**src/rtl/score_history_reader_pkg.sv**
```systemverilog
// Shared constants, reader state encoding and BCD helper for the score path.
// Latency: n/a (declarations only).
// Backpressure: n/a.
package score_history_reader_pkg;

  localparam int ADDR_W       = 8;
  localparam int SCORE_W      = 32;
  localparam int DIGITS       = 10;
  localparam int READ_LATENCY = 2;

  typedef enum logic [1:0] {
    ST_IDLE = 2'd0,
    ST_READ = 2'd1,
    ST_CONV = 2'd2,
    ST_SHOW = 2'd3
  } reader_state_t;

  // Double-dabble correction: a nibble of 5 or more gets +3 before the shift.
  function automatic logic [3:0] dabble_adjust(input logic [3:0] nib);
    return (nib >= 4'd5) ? nib + 4'd3 : nib;
  endfunction

endpackage

```
**src/rtl/score_history_reader_if.sv**
```systemverilog
// Bundle of FSM, score-RAM and display-side signals of the history reader.
// Latency: n/a (wiring only).
// Backpressure: none; next/prev are pulses, consumers gate on digitsValid.
interface score_history_reader_if #(
  parameter int ADDR_W  = score_history_reader_pkg::ADDR_W,
  parameter int SCORE_W = score_history_reader_pkg::SCORE_W,
  parameter int DIGITS  = score_history_reader_pkg::DIGITS
);

  logic                  ld_score;
  logic                  next;
  logic                  prev;
  logic [ADDR_W-1:0]     latestAddress;
  logic [SCORE_W-1:0]    readData;
  logic [ADDR_W-1:0]     readAddress;
  logic [4*DIGITS-1:0]   bcd;
  logic [ADDR_W-1:0]     entryIndex;
  logic                  digitsValid;
  logic                  busy;

  // Reader side.
  modport master (
    input  ld_score, next, prev, latestAddress, readData,
    output readAddress, bcd, entryIndex, digitsValid, busy
  );

  // FSM / RAM / display side.
  modport slave (
    output ld_score, next, prev, latestAddress, readData,
    input  readAddress, bcd, entryIndex, digitsValid, busy
  );

endinterface

```
**src/rtl/score_history_reader_bin2bcd_seq.sv**
```systemverilog
// Sequential double-dabble binary-to-BCD converter with start/done handshake.
// Latency: done pulses SCORE_W cycles after start; bcd updates with done.
// Backpressure: none; a new start aborts and restarts any conversion in flight.
module bin2bcd_seq #(
  parameter int SCORE_W = score_history_reader_pkg::SCORE_W,
  parameter int DIGITS  = score_history_reader_pkg::DIGITS
) (
  input  logic                Clock,
  input  logic                reset,
  input  logic                start,
  input  logic [SCORE_W-1:0]  bin,
  output logic [4*DIGITS-1:0] bcd,
  output logic                done
);
  import score_history_reader_pkg::*;

  localparam int CNT_W = $clog2(SCORE_W + 1);

  logic                running;
  logic [CNT_W-1:0]    cnt;
  logic [SCORE_W-1:0]  shreg;
  logic [4*DIGITS-1:0] acc;
  logic [4*DIGITS-1:0] adj;
  logic [4*DIGITS-1:0] acc_nx;
  logic [SCORE_W-1:0]  shreg_nx;

  // One dabble step: correct every nibble, then shift the pair left by one.
  always_comb begin
    adj = '0;
    for (int d = 0; d < DIGITS; d++) begin
      adj[4*d +: 4] = dabble_adjust(acc[4*d +: 4]);
    end
    {acc_nx, shreg_nx} = {adj, shreg} << 1;
  end

  // Load on start, shift while running, publish result on the last shift.
  always_ff @(posedge Clock) begin
    if (!reset) begin
      running <= 1'b0;
      cnt     <= '0;
      shreg   <= '0;
      acc     <= '0;
      bcd     <= '0;
      done    <= 1'b0;
    end else begin
      done <= 1'b0;
      if (start) begin
        shreg   <= bin;
        acc     <= '0;
        cnt     <= '0;
        running <= 1'b1;
      end else if (running) begin
        acc   <= acc_nx;
        shreg <= shreg_nx;
        cnt   <= cnt + CNT_W'(1);
        if (cnt == CNT_W'(SCORE_W - 1)) begin
          running <= 1'b0;
          bcd     <= acc_nx;
          done    <= 1'b1;
        end
      end
    end
  end

endmodule

```
**src/rtl/score_history_reader.sv**
```systemverilog
// Reads stored scores back from the score RAM and converts them to BCD for display.
// Latency: digitsValid rises READ_LATENCY+SCORE_W+2 cycles after ld_score rise or a step.
// Backpressure: none; next/prev outside the result-holding state are dropped.
module score_history_reader #(
  parameter int ADDR_W       = score_history_reader_pkg::ADDR_W,
  parameter int SCORE_W      = score_history_reader_pkg::SCORE_W,
  parameter int DIGITS       = score_history_reader_pkg::DIGITS,
  parameter int READ_LATENCY = score_history_reader_pkg::READ_LATENCY
) (
  input  logic                  Clock,
  input  logic                  reset,
  score_history_reader_if.master bus
);
  import score_history_reader_pkg::*;

  // +2 keeps the counter at least one bit wide even for a zero-latency RAM.
  localparam int LAT_W = $clog2(READ_LATENCY + 2);

  reader_state_t       state, state_nx;
  logic                ld_d;
  logic [ADDR_W-1:0]   cursor, cursor_nx;
  logic [ADDR_W-1:0]   read_addr, read_addr_nx;
  logic [LAT_W-1:0]    lat_cnt, lat_cnt_nx;
  logic [4*DIGITS-1:0] bcd_r, bcd_nx;
  logic [ADDR_W-1:0]   entry_r, entry_nx;
  logic                valid_r, valid_nx;
  logic                busy_r, busy_nx;

  logic                trigger;
  logic                step_older;
  logic                step_newer;
  logic                conv_start;
  logic [4*DIGITS-1:0] conv_bcd;
  logic                conv_done;

  bin2bcd_seq #(
    .SCORE_W (SCORE_W),
    .DIGITS  (DIGITS)
  ) u_bin2bcd (
    .Clock (Clock),
    .reset (reset),
    .start (conv_start),
    .bin   (bus.readData),
    .bcd   (conv_bcd),
    .done  (conv_done)
  );

  assign trigger    = bus.ld_score & ~ld_d;
  assign step_older = bus.next & ~bus.prev;
  assign step_newer = bus.prev & ~bus.next;

  // Next-state and register updates; ld_score low overrides, then a fresh rise.
  always_comb begin
    state_nx     = state;
    cursor_nx    = cursor;
    read_addr_nx = read_addr;
    lat_cnt_nx   = lat_cnt;
    bcd_nx       = bcd_r;
    entry_nx     = entry_r;
    valid_nx     = valid_r;
    busy_nx      = busy_r;
    conv_start   = 1'b0;

    if (!bus.ld_score) begin
      state_nx = ST_IDLE;
      valid_nx = 1'b0;
      busy_nx  = 1'b0;
    end else if (trigger) begin
      cursor_nx    = bus.latestAddress;
      read_addr_nx = bus.latestAddress;
      lat_cnt_nx   = '0;
      state_nx     = ST_READ;
      valid_nx     = 1'b0;
      busy_nx      = 1'b1;
    end else begin
      case (state)
        ST_READ: begin
          if (lat_cnt == LAT_W'(READ_LATENCY)) begin
            conv_start = 1'b1;
            state_nx   = ST_CONV;
          end else begin
            lat_cnt_nx = lat_cnt + LAT_W'(1);
          end
        end
        ST_CONV: begin
          if (conv_done) begin
            bcd_nx   = conv_bcd;
            entry_nx = cursor;
            valid_nx = 1'b1;
            busy_nx  = 1'b0;
            state_nx = ST_SHOW;
          end
        end
        ST_SHOW: begin
          if (step_older || step_newer) begin
            cursor_nx    = step_older ? cursor - ADDR_W'(1) : cursor + ADDR_W'(1);
            read_addr_nx = cursor_nx;
            lat_cnt_nx   = '0;
            state_nx     = ST_READ;
            valid_nx     = 1'b0;
            busy_nx      = 1'b1;
          end
        end
        default: ;
      endcase
    end
  end

  // State and datapath registers with synchronous active-low reset.
  always_ff @(posedge Clock) begin
    if (!reset) begin
      state     <= ST_IDLE;
      ld_d      <= 1'b0;
      cursor    <= '0;
      read_addr <= '0;
      lat_cnt   <= '0;
      bcd_r     <= '0;
      entry_r   <= '0;
      valid_r   <= 1'b0;
      busy_r    <= 1'b0;
    end else begin
      state     <= state_nx;
      ld_d      <= bus.ld_score;
      cursor    <= cursor_nx;
      read_addr <= read_addr_nx;
      lat_cnt   <= lat_cnt_nx;
      bcd_r     <= bcd_nx;
      entry_r   <= entry_nx;
      valid_r   <= valid_nx;
      busy_r    <= busy_nx;
    end
  end

  assign bus.readAddress = read_addr;
  assign bus.bcd         = bcd_r;
  assign bus.entryIndex  = entry_r;
  assign bus.digitsValid = valid_r;
  assign bus.busy        = busy_r;

endmodule

```
**src/flat_wrapper.sv**
```systemverilog
// flat-port wrapper written by rule: the top's interface ports become plain ports
module score_history_reader_flat import score_history_reader_pkg::*;
#(
  parameter int ADDR_W       = score_history_reader_pkg::ADDR_W,
  parameter int SCORE_W      = score_history_reader_pkg::SCORE_W,
  parameter int DIGITS       = score_history_reader_pkg::DIGITS,
  parameter int READ_LATENCY = score_history_reader_pkg::READ_LATENCY
)
  (Clock, reset, bus_ld_score, bus_next, bus_prev, bus_latestAddress, bus_readData, bus_readAddress, bus_bcd, bus_entryIndex, bus_digitsValid, bus_busy);
  score_history_reader_if #(.ADDR_W(ADDR_W), .SCORE_W(SCORE_W), .DIGITS(DIGITS)) bus_i ();
  input  logic Clock;
  input  logic reset;
  input wire logic [$bits(bus_i.ld_score)-1:0] bus_ld_score;
  input wire logic [$bits(bus_i.next)-1:0] bus_next;
  input wire logic [$bits(bus_i.prev)-1:0] bus_prev;
  input wire logic [$bits(bus_i.latestAddress)-1:0] bus_latestAddress;
  input wire logic [$bits(bus_i.readData)-1:0] bus_readData;
  output wire logic [$bits(bus_i.readAddress)-1:0] bus_readAddress;
  output wire logic [$bits(bus_i.bcd)-1:0] bus_bcd;
  output wire logic [$bits(bus_i.entryIndex)-1:0] bus_entryIndex;
  output wire logic [$bits(bus_i.digitsValid)-1:0] bus_digitsValid;
  output wire logic [$bits(bus_i.busy)-1:0] bus_busy;
  assign bus_i.ld_score = bus_ld_score;
  assign bus_i.next = bus_next;
  assign bus_i.prev = bus_prev;
  assign bus_i.latestAddress = bus_latestAddress;
  assign bus_i.readData = bus_readData;
  assign bus_readAddress = bus_i.readAddress;
  assign bus_bcd = bus_i.bcd;
  assign bus_entryIndex = bus_i.entryIndex;
  assign bus_digitsValid = bus_i.digitsValid;
  assign bus_busy = bus_i.busy;
  score_history_reader #(.ADDR_W(ADDR_W), .SCORE_W(SCORE_W), .DIGITS(DIGITS), .READ_LATENCY(READ_LATENCY)) u_core (.Clock(Clock), .reset(reset), .bus(bus_i));
endmodule
```
**config.mk**
```make
export PLATFORM = sky130hd
export DESIGN_NAME = score_history_reader_flat
export DESIGN_NICKNAME = d
export VERILOG_FILES = /design/src/rtl/score_history_reader_pkg.sv /design/src/rtl/score_history_reader_if.sv /design/src/rtl/score_history_reader_bin2bcd_seq.sv /design/src/rtl/score_history_reader.sv /design/src/flat_wrapper.sv
export SDC_FILE = /design/constraint.sdc
export NUM_CORES = 1
export LEC_CHECK = 0
export ABC_AREA = 0
export BUFFER_PORTS_ARGS = -buffer_cell sky130_fd_sc_hd__buf_2
export CELL_PAD_IN_SITES_DETAIL_PLACEMENT = 0
export CELL_PAD_IN_SITES_GLOBAL_PLACEMENT = 2
export CORE_MARGIN = 2
export CORE_UTILIZATION = 36
export CTS_CLUSTER_SIZE = 28
export DETAILED_ROUTE_END_ITERATION = 8
export PLACE_DENSITY_LB_ADDON = 0.1
export SYNTH_ARGS = -nofsm -noshare
export SYNTH_HDL_FRONTEND = slang
export SYNTH_HIERARCHICAL = 1
export SYNTH_SLANG_ARGS = --single-unit
```
**constraint.sdc**
```tcl
create_clock -name Clock -period 4.6 [get_ports Clock]
set_input_delay 1.38 -clock Clock [delete_from_list [all_inputs] [get_ports Clock]]
set_output_delay 1.38 -clock Clock [all_outputs]
set_load 0.05 [all_outputs]
```
Word-level counts from Yosys, hierarchy flattened
Cells that the tools add are included.
Word-level totals
  word-level logic and storage cells: 123
  register bits after elaboration: 183
  output and inout port bits: 58
  input port bits: 45
Operators by class
  reduce and logical (&&, ||, !) cells: 21
  add/sub/neg operators: 14
  eq/ne operators: 12
  bitwise gates (word level): 11
  multiplexer cells: 40
  order comparisons: 10
Operator list (number)
  $mux W32: 2
  $ge A4 B3 Y1 const B: 10
  $add A4 B2 Y4 const B: 9
  $mux W4: 9
  $mux W8: 4
  $reduce_and A4 Y1: 4
  $mux W1: 14
  $mux W2: 6
  $reduce_and A3 Y1: 4
  $reduce_bool A3 Y1: 3
  $add A8 B1 Y8 const B: 1
  $not A1 Y1: 8
  $reduce_bool A2 Y1: 4
  $sub A8 B1 Y8 const B: 1
  $add A6 B1 Y6 const B: 1
  $eq A2 B2 Y1 const B: 3
  $eq A6 B5 Y1 const B: 1
  $ne A3 B1 Y1 const B: 2
  $ne A3 B2 Y1 const B: 2
  $pmux W2 S3: 1
  $reduce_or A3 Y1: 2
  $ne A2 B1 Y1 const B: 2
  $pmux W1 S2: 2
  $pmux W2 S2: 1
  other kinds (10): 12

Depth between registers and ports, before layout
Gate-level depths: netlist of the first run.
  depth in word-level cells: 7
  mapped depth: 12
  gate-level depth less buffers: 10

Modules after synthesis
Netlist of the first run, hierarchy kept.
Modules (own cells, without submodules)
  bin2bcd_seq: area an instance 5988.2 um2, times used 1, cells each 632, sequential area each 2402.3 um2
  score_history_reader: area an instance 2770.2 um2, times used 1, cells each 357, sequential area each 1261.2 um2

Worst setup path after synthesis of the first run
No wires, ideal clock.
  path kind: input to register
  start: input bus_prev
  end: register u_core.read_addr[6], in the netlist u_core/bus.readAddress[6]
  path buffers: 2
  path slack: 0.643 ns
  setup time: 0.100 ns
  data required time: 4.500 ns
  arrival time: 3.857 ns
  cell stages on the path: 12
  cell sequence: inv_1 ha_1 buf_2 buf_1 xor2_1 ha_1 or3_4 a21oi_4 o41ai_1 a221oi_1 mux2_4 a2111oi_4
Between the ends
  longest elaborated chain between the ends: 6
  elaborated cells on any way between the ends: 10
RTL lines
  start: declaration: line flat_wrapper.sv:15  | input wire logic [$bits(bus_i.prev)-1:0] bus_prev;
  $not A1 Y1: line score_history_reader.sv:49  | assign step_older = bus.next & ~bus.prev;
  $and A1 B1 Y1: line score_history_reader.sv:49
  $mux W8: line score_history_reader.sv:96  | cursor_nx = step_older ? cursor - ADDR_W'(1) : cursor + ADDR_W'(1);
  $mux W8: line score_history_reader.sv:95  | if (step_older || step_newer) begin
  $mux W8: line score_history_reader.sv:76  | case (state)
  $mux W8: line score_history_reader.sv:68  | end else if (trigger) begin
  end signal: assignment: line score_history_reader.sv:125  | read_addr <= read_addr_nx;
  end: declaration: line score_history_reader.sv:22  | logic [ADDR_W-1:0] read_addr, read_addr_nx;
Several ways; a longest one is shown, not always the timed one. The select of a mux whose other input is x is not followed.
A chain may end at the register's enable or synchronous reset.

Worst setup path after layout of the first run
  start: input bus_next
  end: register u_core.read_addr[6], in the netlist u_core/bus.readAddress[6]
Between the ends
  longest elaborated chain between the ends: 5
  elaborated cells on any way between the ends: 10
RTL lines
  start: declaration: line flat_wrapper.sv:14  | input wire logic [$bits(bus_i.next)-1:0] bus_next;
  $and A1 B1 Y1 or $not A1 Y1 (tied branches): line score_history_reader.sv:49, score_history_reader.sv:50
  $mux W8 or $and A1 B1 Y1 (tied branches): line score_history_reader.sv:96, score_history_reader.sv:50
  $mux W8 or $logic_or A1 B1 Y1 (tied branches): line score_history_reader.sv:95
  $mux W8 or $reduce_bool A2 Y1 (tied branches)
  $mux W8 or $reduce_and A3 Y1 (tied branches)
Several ways; a longest one is shown, not always the timed one. The select of a mux whose other input is x is not followed.

==> results_dict.tcl, run 1 <==
set metrics [dict create \
    cts_buffer_depth 2 \
    critPathKind "input port to flip-flop" \
    start_util_pct 36.3 \
    reg2reg_slack_ps 1950 \
    numCtsBuffers 17 \
    synth.top_cells.by_count "dfxtp_1 (183), nand2_1 (182), a21oi_1 (86)" \
    worst_ir_drop_vdd_v 0.000194 \
    layout.nets 1130 \
    port_buffers 102 \
    synth_fp_nets 1059 \
    p_per_area_mw_per_mm2 319 \
    hold_class "flip-flop to flip-flop" \
    ys.flop_type "dfxtp_1" \
    die_area_mm2 0.0256 \
    syn_area_mm2 0.00876 \
    drive_above_1_share_pct 22.0 \
    fin_crit_sh_pct 73.1 \
    cp.required_ps 4940 \
    first_pass_iters 4 \
    grt_max_degree 57 \
    area_delta_synth_final_pct 15.1 \
    cts_resized 0 \
    hold_violations 0 \
    ys_seq_elements 183 \
    finalWeightedCongestion 0.781 \
    diodes 0 \
    synth-edff-count 0 \
    synth.most_common_cell "dfxtp_1" \
    cp-start-kind "input port" \
    slew_violations 0 \
    die_x_um 160 \
    dr_total_vias 7093 \
    period_needed_ps 3360 \
    fillerInstances 2503 \
    cp.arrival_ps 3700 \
    finClkSkew_ps 15.3 \
    maxCapViolations 0 \
    cts_tree "done" \
    drc_errors 0 \
    wirelength_um 21600 \
    ys_seq_area_share_pct 41.8 \
    synth.distinct_cells 58 \
    clk_pin_slew_worst_paths_ps 80 \
    tightest_slew_ps 1070 \
    place_hpwl_um 14200 \
    synth_cells 989 \
    hold_slack_ps 450 \
    clock-root-buffer "clkbuf_16" \
    die_h_um 160 \
    rows 57 \
    cts.sinks 183 \
    grt_overflow 0 \
    clkLatencyLatePin_ps 440 \
    async_flop_share_pct 0 \
    routed_via_density 5.08 \
    detail-route-antenna-nets 0 \
    htreeDepth 4 \
    synth_top_area_cell "dfxtp_1" \
    post_cts_buffers 0 \
    outcome "finished clean" \
    grt_pass1_wl_um 35900 \
    rsz0062_at_grt "no" \
    grt_pass1_vias 6874 \
    placed_area_mm2 0.00950 \
    first_iter_violations 342 \
    crit_path_end_kind "flip-flop" \
    final_area_mm2 0.0101 \
    fmax_mhz 297 \
    fin_setup_tns_ps 0 \
    ys_top_cells_by_area "dfxtp_1 (42%), nand2_1 (7.8%), a21oi_1 (4.9%), mux2i_1 (4.0%), mux2_2 (4.0%)" \
    wl_per_cell_um 15.5 \
    coreArea_mm2 0.0241 \
    synth.top_cell.area_share_pct 41.8 \
    max_slew_margin_pct 28.5 \
    setup_viol_count_final 0 \
    grt_usage_pct 17.2 \
    syn_area_per_cell_um2 8.86 \
    holdBufCountCts 0 \
    leakagePower_uw 0.00351 \
    yosys_warnings 6 \
    cp_max_fo 4 \
    antenna_found_initial 0 \
    io_pins 103 \
]
[routing by layer]
metal | GRT usage [%] | vias to the layer above | share of wire [%]
met3 | 3.30 | 16 | 3.5
met4 | 4.79 | 0 | 1.1
met5 | 0 | - | 0
li1 | - | 3641 | -
met1 | 23.9 | 3320 | 50
met2 | 27.3 | 116 | 45
[worst max-delay path, cell delays in order]
cell	delay (ps)
buf_2	110
ha_1	210
xor2_1	150
ha_1	230
or3_4	340
a21oi_4	180
o41ai_1	100
a221oi_1	350
mux2_4	350
a2111oi_4	310
[registers in the layout, indices dropped and copies added (netlist names)]
| register | count |
|---|---|
| u_core/bus.bcd | 40 |
| u_core/bus.busy | 1 |
| u_core/bus.digitsValid | 1 |
| u_core/bus.entryIndex | 8 |
| u_core/bus.readAddress | 8 |
| u_core/lat_cnt | 2 |
| u_core/ld_d | 1 |
| u_core/state | 2 |
| u_core/u_bin2bcd/acc | 40 |
| u_core/u_bin2bcd/bcd | 40 |
| u_core/u_bin2bcd/cnt | 6 |
| u_core/u_bin2bcd/done | 1 |
| u_core/u_bin2bcd/running | 1 |
| u_core/u_bin2bcd/shreg | 32 |
[cell type report]
cell class / count / area, um^2 / area share, %
Tap cell: 324 / 405 / 4.02
Clock buffer: 17 / 425 / 4.22
Sequential cell: 183 / 3670 / 36.4
Inverter: 32 / 120 / 1.19
Multi-Input combinational cell: 704 / 4650 / 46.1
Clock inverter: 15 / 153 / 1.51
Timing Repair Buffer: 122 / 661 / 6.55
[where the power goes]
group	switching, uW	internal (uW)	total (uW)
registers	21.2	1590	1610
clock network	717	724	1440
logic	106	57.6	163
total	844	2370	3220
[metrics by stage]
stage                     utilization, %  instances  power [uW]  setup slack (ps)
after floorplan                        -        989        1760               643
after global placement              39.4       1365        1820               829
after detailed placement            39.4       1365        1810               801
after CTS                           41.8       1397        3280              1250
after global routing                41.8       1397        3340              1160
final                               41.8       1397        3220              1240
[kinds of logic after synthesis]
family | synth area share [%]
xor gates and xnor gates | 0.900
AOI/OAI and AO/OA | 22.4
muxes | 8.16
adders and majority gates | 3.57
DFF | 41.8
and+or+nand+nor | 17.9
buffers and inverters | 5.23
[path summary, 6_finish.rpt]
kind | from | endpoint | cells past startpoint
worst min register to register | u_core/bus.bcd[19] | u_core/bus.bcd[19] | 2
worst max register to register | u_core/bus.readAddress[1] | u_core/bus.readAddress[6] | 8
worst min-delay path | u_core/bus.bcd[19] | u_core/bus.bcd[19] | 2
worst max-delay path | bus_next | u_core/bus.readAddress[6] | 10
[layout by cell type (no fill, tap or decap), types with 26 or more instances in the layout]
cell type | Yosys | layout
nand2_1 | 182 | 182
dfxtp_1 | 183 | 182
buf_2 | 27 | 102
a21oi_1 | 86 | 86
nor2_1 | 56 | 55
o21ai_0 | 37 | 37
mux2i_1 | 35 | 35
a211oi_1 | 32 | 32
mux2_2 | 31 | 31
inv_1 | 31 | 30
nand2b_1 | 26 | 26
(Power assumes the default switching activity.)
==> run 2, diff against run 1 <==
==> constraint.sdc (replaced) <==
create_clock -name Clock -period 3.1 [get_ports Clock]
set_input_delay 0.93 -clock Clock [delete_from_list [all_inputs] [get_ports Clock]]
set_output_delay 0.93 -clock Clock [all_outputs]
set_load 0.05 [all_outputs]
==> results_dict.tcl, run 2 (synthesis gave the netlist of run 1 again) <==
set metrics [dict create \
    fillerInstances 2545 \
    ff2ff_path_depth 8 \
    cts_tree "done" \
    p_per_area_mw_per_mm2 468 \
    utilization_pct 42.3 \
    timing.rr.end "u_core/bus.readAddress[6]" \
    place_hpwl_um 14300 \
    rows 57 \
    regArea_mm2 0.00367 \
    slowest_stage "or3_4" \
    die_x_um 160 \
    power_frac_seq_pct 50.0 \
    grt_pass1_wl_um 36200 \
    slew_violations 0 \
    multi_input_area_mm2 0.00467 \
    cts.sinks 183 \
    path_cells "buf_2 -> inv_12 -> ha_4 -> xor2_1 -> ha_2 -> or3_4 -> a21oi_4 -> o41ai_2 -> a221oi_1 -> mux2_4 -> a2111oi_4" \
    setup_viol_count_final 0 \
    outcome "finished clean" \
    top_regs "u_core/bus.bcd (40), u_core/u_bin2bcd/acc (40), u_core/u_bin2bcd/bcd (40)" \
    finalWeightedCongestion 0.766 \
    numCtsBuffers 17 \
    reg2reg_slack_ps 860 \
    leakagePower_uw 0.00356 \
    grtUsageMet1_pct 24.6 \
    min_to "u_core/bus.bcd[2]" \
    grt_pass1_vias 6866 \
    maxCapViolations 0 \
    critPathKind "input port to flip-flop" \
    p_int_uw 3590 \
    drc_errors 0 \
    grt_use_met3_pct 2.44 \
    grt_max_degree 56 \
    slowest_delay_ps 390 \
    grt_usage_pct 17.3 \
    max_slew_margin_pct 50.7 \
    swShare_pct 24.9 \
    routed_via_density 5.02 \
    power.total_uw 4780 \
    fin_crit_sh_pct 89.9 \
    hold_class "flip-flop to flip-flop" \
    rsz0062_at_grt "no" \
    clkLatencyLatePin_ps 430 \
    wirelength_um 21900 \
    holdBufCountCts 0 \
    die_area_mm2 0.0256 \
    detail-route-antenna-nets 0 \
    hp-start "u_core/bus.bcd[2]" \
    fin_setup_tns_ps 0 \
    post_cts_buffers 0 \
    clock-root-buffer "clkbuf_16" \
    io_pins 103 \
    grtUsageMet2_pct 27.3 \
    switchingPower_uw 1190 \
    coreArea_mm2 0.0241 \
    hold_violations 0 \
    clockPowerShare_pct 44.5 \
    port_buffers 102 \
    cp_max_fo 4 \
    die_h_um 160 \
    min_path_cells 2 \
    worstReg2RegStart "u_core/bus.readAddress[1]" \
    clk_pin_slew_worst_paths_ps 70 \
    first_iter_violations 354 \
    cp-start-kind "input port" \
    dr_total_vias 7051 \
    finClkSkew_ps 19.6 \
    grt_overflow 0 \
    period_needed_ps 2790 \
    tightest_slew_ps 740 \
    busiest_layer "met2" \
    cp.required_ps 3440 \
    wl_per_cell_um 15.6 \
    drive_above_1_share_pct 22.8 \
    crit_path_end_kind "flip-flop" \
    area_delta_synth_final_pct 16.5 \
    pwr-share-comb_pct 5.5 \
    cts_buffer_depth 2 \
    antenna_found_initial 0 \
    layout.nets 1138 \
    start_util_pct 36.3 \
    fmax_mhz 359 \
    htreeDepth 4 \
    first_pass_iters 4 \
    cts_resized 0 \
    layout_common_cells "nand2_1 (182), dfxtp_1 (182), buf_2 (102)" \
    worst_ir_drop_vdd_v 0.000244 \
    diodes 0 \
    cp.arrival_ps 3120 \
]
-- run 2: cell types whose count changed in the layout (fill, tap and decap cells not counted), sizes merged --
| cell | before | now |
|---|---|---|
| buf | 122 | 130 |
| inv | 41 | 39 |
| bufinv | 0 | 1 |
| clkbuf | 17 | 18 |
| clkinv | 4 | 3 |
| clkinvlp | 2 | 3 |
-- run 2: how the worst max path moves through the flow --
stage             start  slack [ps]  cells past startpoint                        end
2_1_floorplan  bus_prev        -100                     12  u_core/bus.readAddress[6]
3_3_place_gp   bus_prev        -110                     11  u_core/bus.readAddress[6]
3_5_place_dp   bus_prev        -130                     11  u_core/bus.readAddress[6]
4_1_cts        bus_prev         330                     11  u_core/bus.readAddress[6]
5_1_grt        bus_prev         220                     11  u_core/bus.readAddress[6]
6_report       bus_prev         310                     11  u_core/bus.readAddress[6]
-- run 2: cell type report --
class | count | share of cell area (%)
repair buffers | 130 | 7.43
inverters | 32 | 1.30
clock buffers | 18 | 4.21
multi-input cells | 704 | 45.8
well taps | 324 | 3.97
clock inverters | 14 | 1.35
flip-flops and latches | 183 | 35.9
-- run 2: per-stage QoR --
step                cell area, um^2  cells  hold slack (ps)  setup slack (ps)
floorplan                      8810    989              427              -104
finish                        10200   1405              450               315
global placement               9640   1373              440              -115
detailed placement             9640   1373              443              -125
CTS                           10200   1405              453               327
global route                  10200   1405              468               224
-- run 2: per-layer routing --
metal	part of all wire, %	wire, um
met5	0	0
met4	0.68	148
met3	2.8	618
met2	44	9680
met1	52	11500
-- run 2: worst max-delay path: cells and delay by family --
family	cells	cell delay (ps)
AOI/OAI and AO/OA	4	760
xor gates and xnor gates	1	150
adders and majority gates	2	340
buffers and inverters	2	200
muxes	1	350
and+or+nand+nor	1	390
-- run 2: power by group through the flow --
stage	registers, uW	logic [uW]	clock network [uW]
floorplan	2460	153	0
global placement	2440	266	0
detailed placement	2440	266	0
CTS	2390	267	2210
global route	2390	287	2290
finish	2390	263	2130
==> run 3, diff against run 2 <==
--- a/config.mk
+++ b/config.mk
@@ -7,13 +7,11 @@
 export LEC_CHECK = 0
 export ABC_AREA = 0
 export BUFFER_PORTS_ARGS = -buffer_cell sky130_fd_sc_hd__buf_2
-export CELL_PAD_IN_SITES_DETAIL_PLACEMENT = 0
-export CELL_PAD_IN_SITES_GLOBAL_PLACEMENT = 2
 export CORE_MARGIN = 2
-export CORE_UTILIZATION = 36
+export CORE_UTILIZATION = 59
 export CTS_CLUSTER_SIZE = 28
 export DETAILED_ROUTE_END_ITERATION = 8
-export PLACE_DENSITY_LB_ADDON = 0.1
+export PLACE_DENSITY = 0.81
 export SYNTH_ARGS = -nofsm -noshare
 export SYNTH_HDL_FRONTEND = slang
 export SYNTH_HIERARCHICAL = 1
==> results_dict.tcl, run 3 (synthesis gave the netlist of run 1 again) <==
set metrics [dict create \
    busiest_layer "met2" \
    setup.worst_path.start "bus_prev" \
    reg2reg_slack_ps 600 \
    crit_path_end_kind "flip-flop" \
    rows 44 \
    cp.arrival_ps 3180 \
    power.total_uw 4850 \
    hold_violations 0 \
    finalWeightedCongestion 0.874 \
    utilization_pct 69.1 \
    min_to "u_core/bus.bcd[30]" \
    final_area_mm2 0.0100 \
    first_pass_iters 5 \
    hp-start "u_core/u_bin2bcd/bcd[30]" \
    holdBufCountCts 0 \
    io_pins 103 \
    cp.required_ps 3420 \
    clk_pin_slew_worst_paths_ps 70 \
    die_x_um 126 \
    timing.rr.end "u_core/bus.readAddress[6]" \
    start_util_pct 60.3 \
    die_area_mm2 0.0158 \
    place_hpwl_um 12700 \
    fillerInstances 1120 \
    detail-route-antenna-nets 0 \
    coreArea_mm2 0.0145 \
    drive_above_1_share_pct 22.7 \
    cp-start-kind "input port" \
    grt_usage_pct 24.8 \
    path_cells "buf_2 -> inv_12 -> ha_4 -> xor2_1 -> ha_2 -> or3_4 -> a21oi_4 -> o41ai_2 -> a221oi_1 -> mux2_4 -> a2111oi_4" \
    max_slew_margin_pct 56.6 \
    clock-root-buffer "clkbuf_16" \
    fin_setup_tns_ps 0 \
    wl_per_cell_um 15.5 \
    p_per_area_mw_per_mm2 483 \
    area_delta_synth_final_pct 14.7 \
    top_regs "u_core/bus.bcd (40), u_core/u_bin2bcd/acc (40), u_core/u_bin2bcd/bcd (40)" \
    htreeDepth 4 \
    hold_slack_ps 447 \
    cp_max_fo 3 \
    layout.nets 1139 \
    clkLatencyLatePin_ps 430 \
    slew_violations 0 \
    placed_area_mm2 0.00944 \
    min_path_cells 2 \
    diodes 0 \
    cts_resized 0 \
    dr_total_vias 7419 \
    period_needed_ps 2850 \
    grtUsageMet2_pct 40.7 \
    outcome "finished clean" \
    grt_max_degree 49 \
    finClkSkew_ps 7.43 \
    rsz0062_at_grt "no" \
    tightest_slew_ps 650 \
    layout_common_cells "nand2_1 (182), dfxtp_1 (182), buf_2 (102)" \
    multi_input_area_mm2 0.00467 \
    hold_class "flip-flop to flip-flop" \
    routed_via_density 5.86 \
    maxCapViolations 0 \
    fin_crit_sh_pct 92.0 \
    ff2ff_path_depth 8 \
    slowest_stage "or3_4" \
    grt_overflow 0 \
    drc_errors 0 \
    port_buffers 102 \
    slowest_delay_ps 390 \
    grt_pass1_vias 7028 \
    post_cts_buffers 0 \
    first_iter_violations 493 \
    leakagePower_uw 0.00356 \
    antenna_found_initial 0 \
    worst_ir_drop_vdd_v 0.000413 \
    grt_use_met3_pct 5.10 \
    cts.sinks 183 \
    fmax_mhz 351 \
    die_h_um 126 \
    numCtsBuffers 17 \
    setup_viol_count_final 0 \
    grt_pass1_wl_um 32900 \
    critPathKind "input port to flip-flop" \
    wirelength_um 19600 \
    cts_tree "done" \
    cts_buffer_depth 2 \
    grtUsageMet1_pct 32.9 \
    worstReg2RegStart "u_core/bus.readAddress[1]" \
    regArea_mm2 0.00366 \
]
## run 3: cell count changes in the layout (fill, tap and decap cells not counted), moves of 2 or more
cell,change
buf_12,-2
buf_4,+3
clkbuf_8,+3
clkinv_2,-2
clkinvlp_4,+2
inv_2,-2
inv_6,-2
inv_8,-2
## run 3: layout make-up
cell class                      count  share of cell area [%]
Tap cell                          184                    2.29
Timing Repair Buffer              131                    7.37
Clock inverter                     12                    1.41
Clock buffer                       20                    4.64
Inverter                           32                    1.32
Multi-Input combinational cell    704                    46.5
Sequential cell                   183                    36.5
## run 3: worst max path at each step
stage | endpoint | depth (start not counted)
after floorplan | u_core/bus.readAddress[6] | 12
after global placement | u_core/bus.readAddress[6] | 11
after detailed placement | u_core/bus.readAddress[6] | 11
after CTS | u_core/bus.readAddress[6] | 11
after global routing | u_core/bus.readAddress[6] | 11
final | u_core/bus.readAddress[6] | 11
## run 3: critical path: cells and delay by family
| family | cells | cell delay [ps] |
|---|---|---|
| fa+ha+maj | 2 | 360 |
| simple gates | 1 | 390 |
| compound gates | 4 | 800 |
| buf+inv | 2 | 200 |
| xor+xnor | 1 | 160 |
| mux | 1 | 350 |
## run 3: routing by layer
metal / vias to the layer above / wire length (um)
met4: 0 / 292
met1: 3498 / 9090
met5: - / 0
li1: 3670 / -
met3: 34 / 1020
met2: 217 / 9160
## run 3: power breakdown
| group | total [uW] | switching (uW) | internal, uW |
|---|---|---|---|
| sequential | 2390 | 29.8 | 2360 |
| combinational | 256 | 161 | 95.4 |
| clock | 2200 | 938 | 1260 |
## run 3: metrics by stage
stage          setup WS (ps)  std cells
2_1_floorplan           -104        989
3_3_place_gp            -107       1234
3_5_place_dp            -166       1234
4_1_cts                  275       1266
5_1_grt                  198       1266
6_report                 248       1266
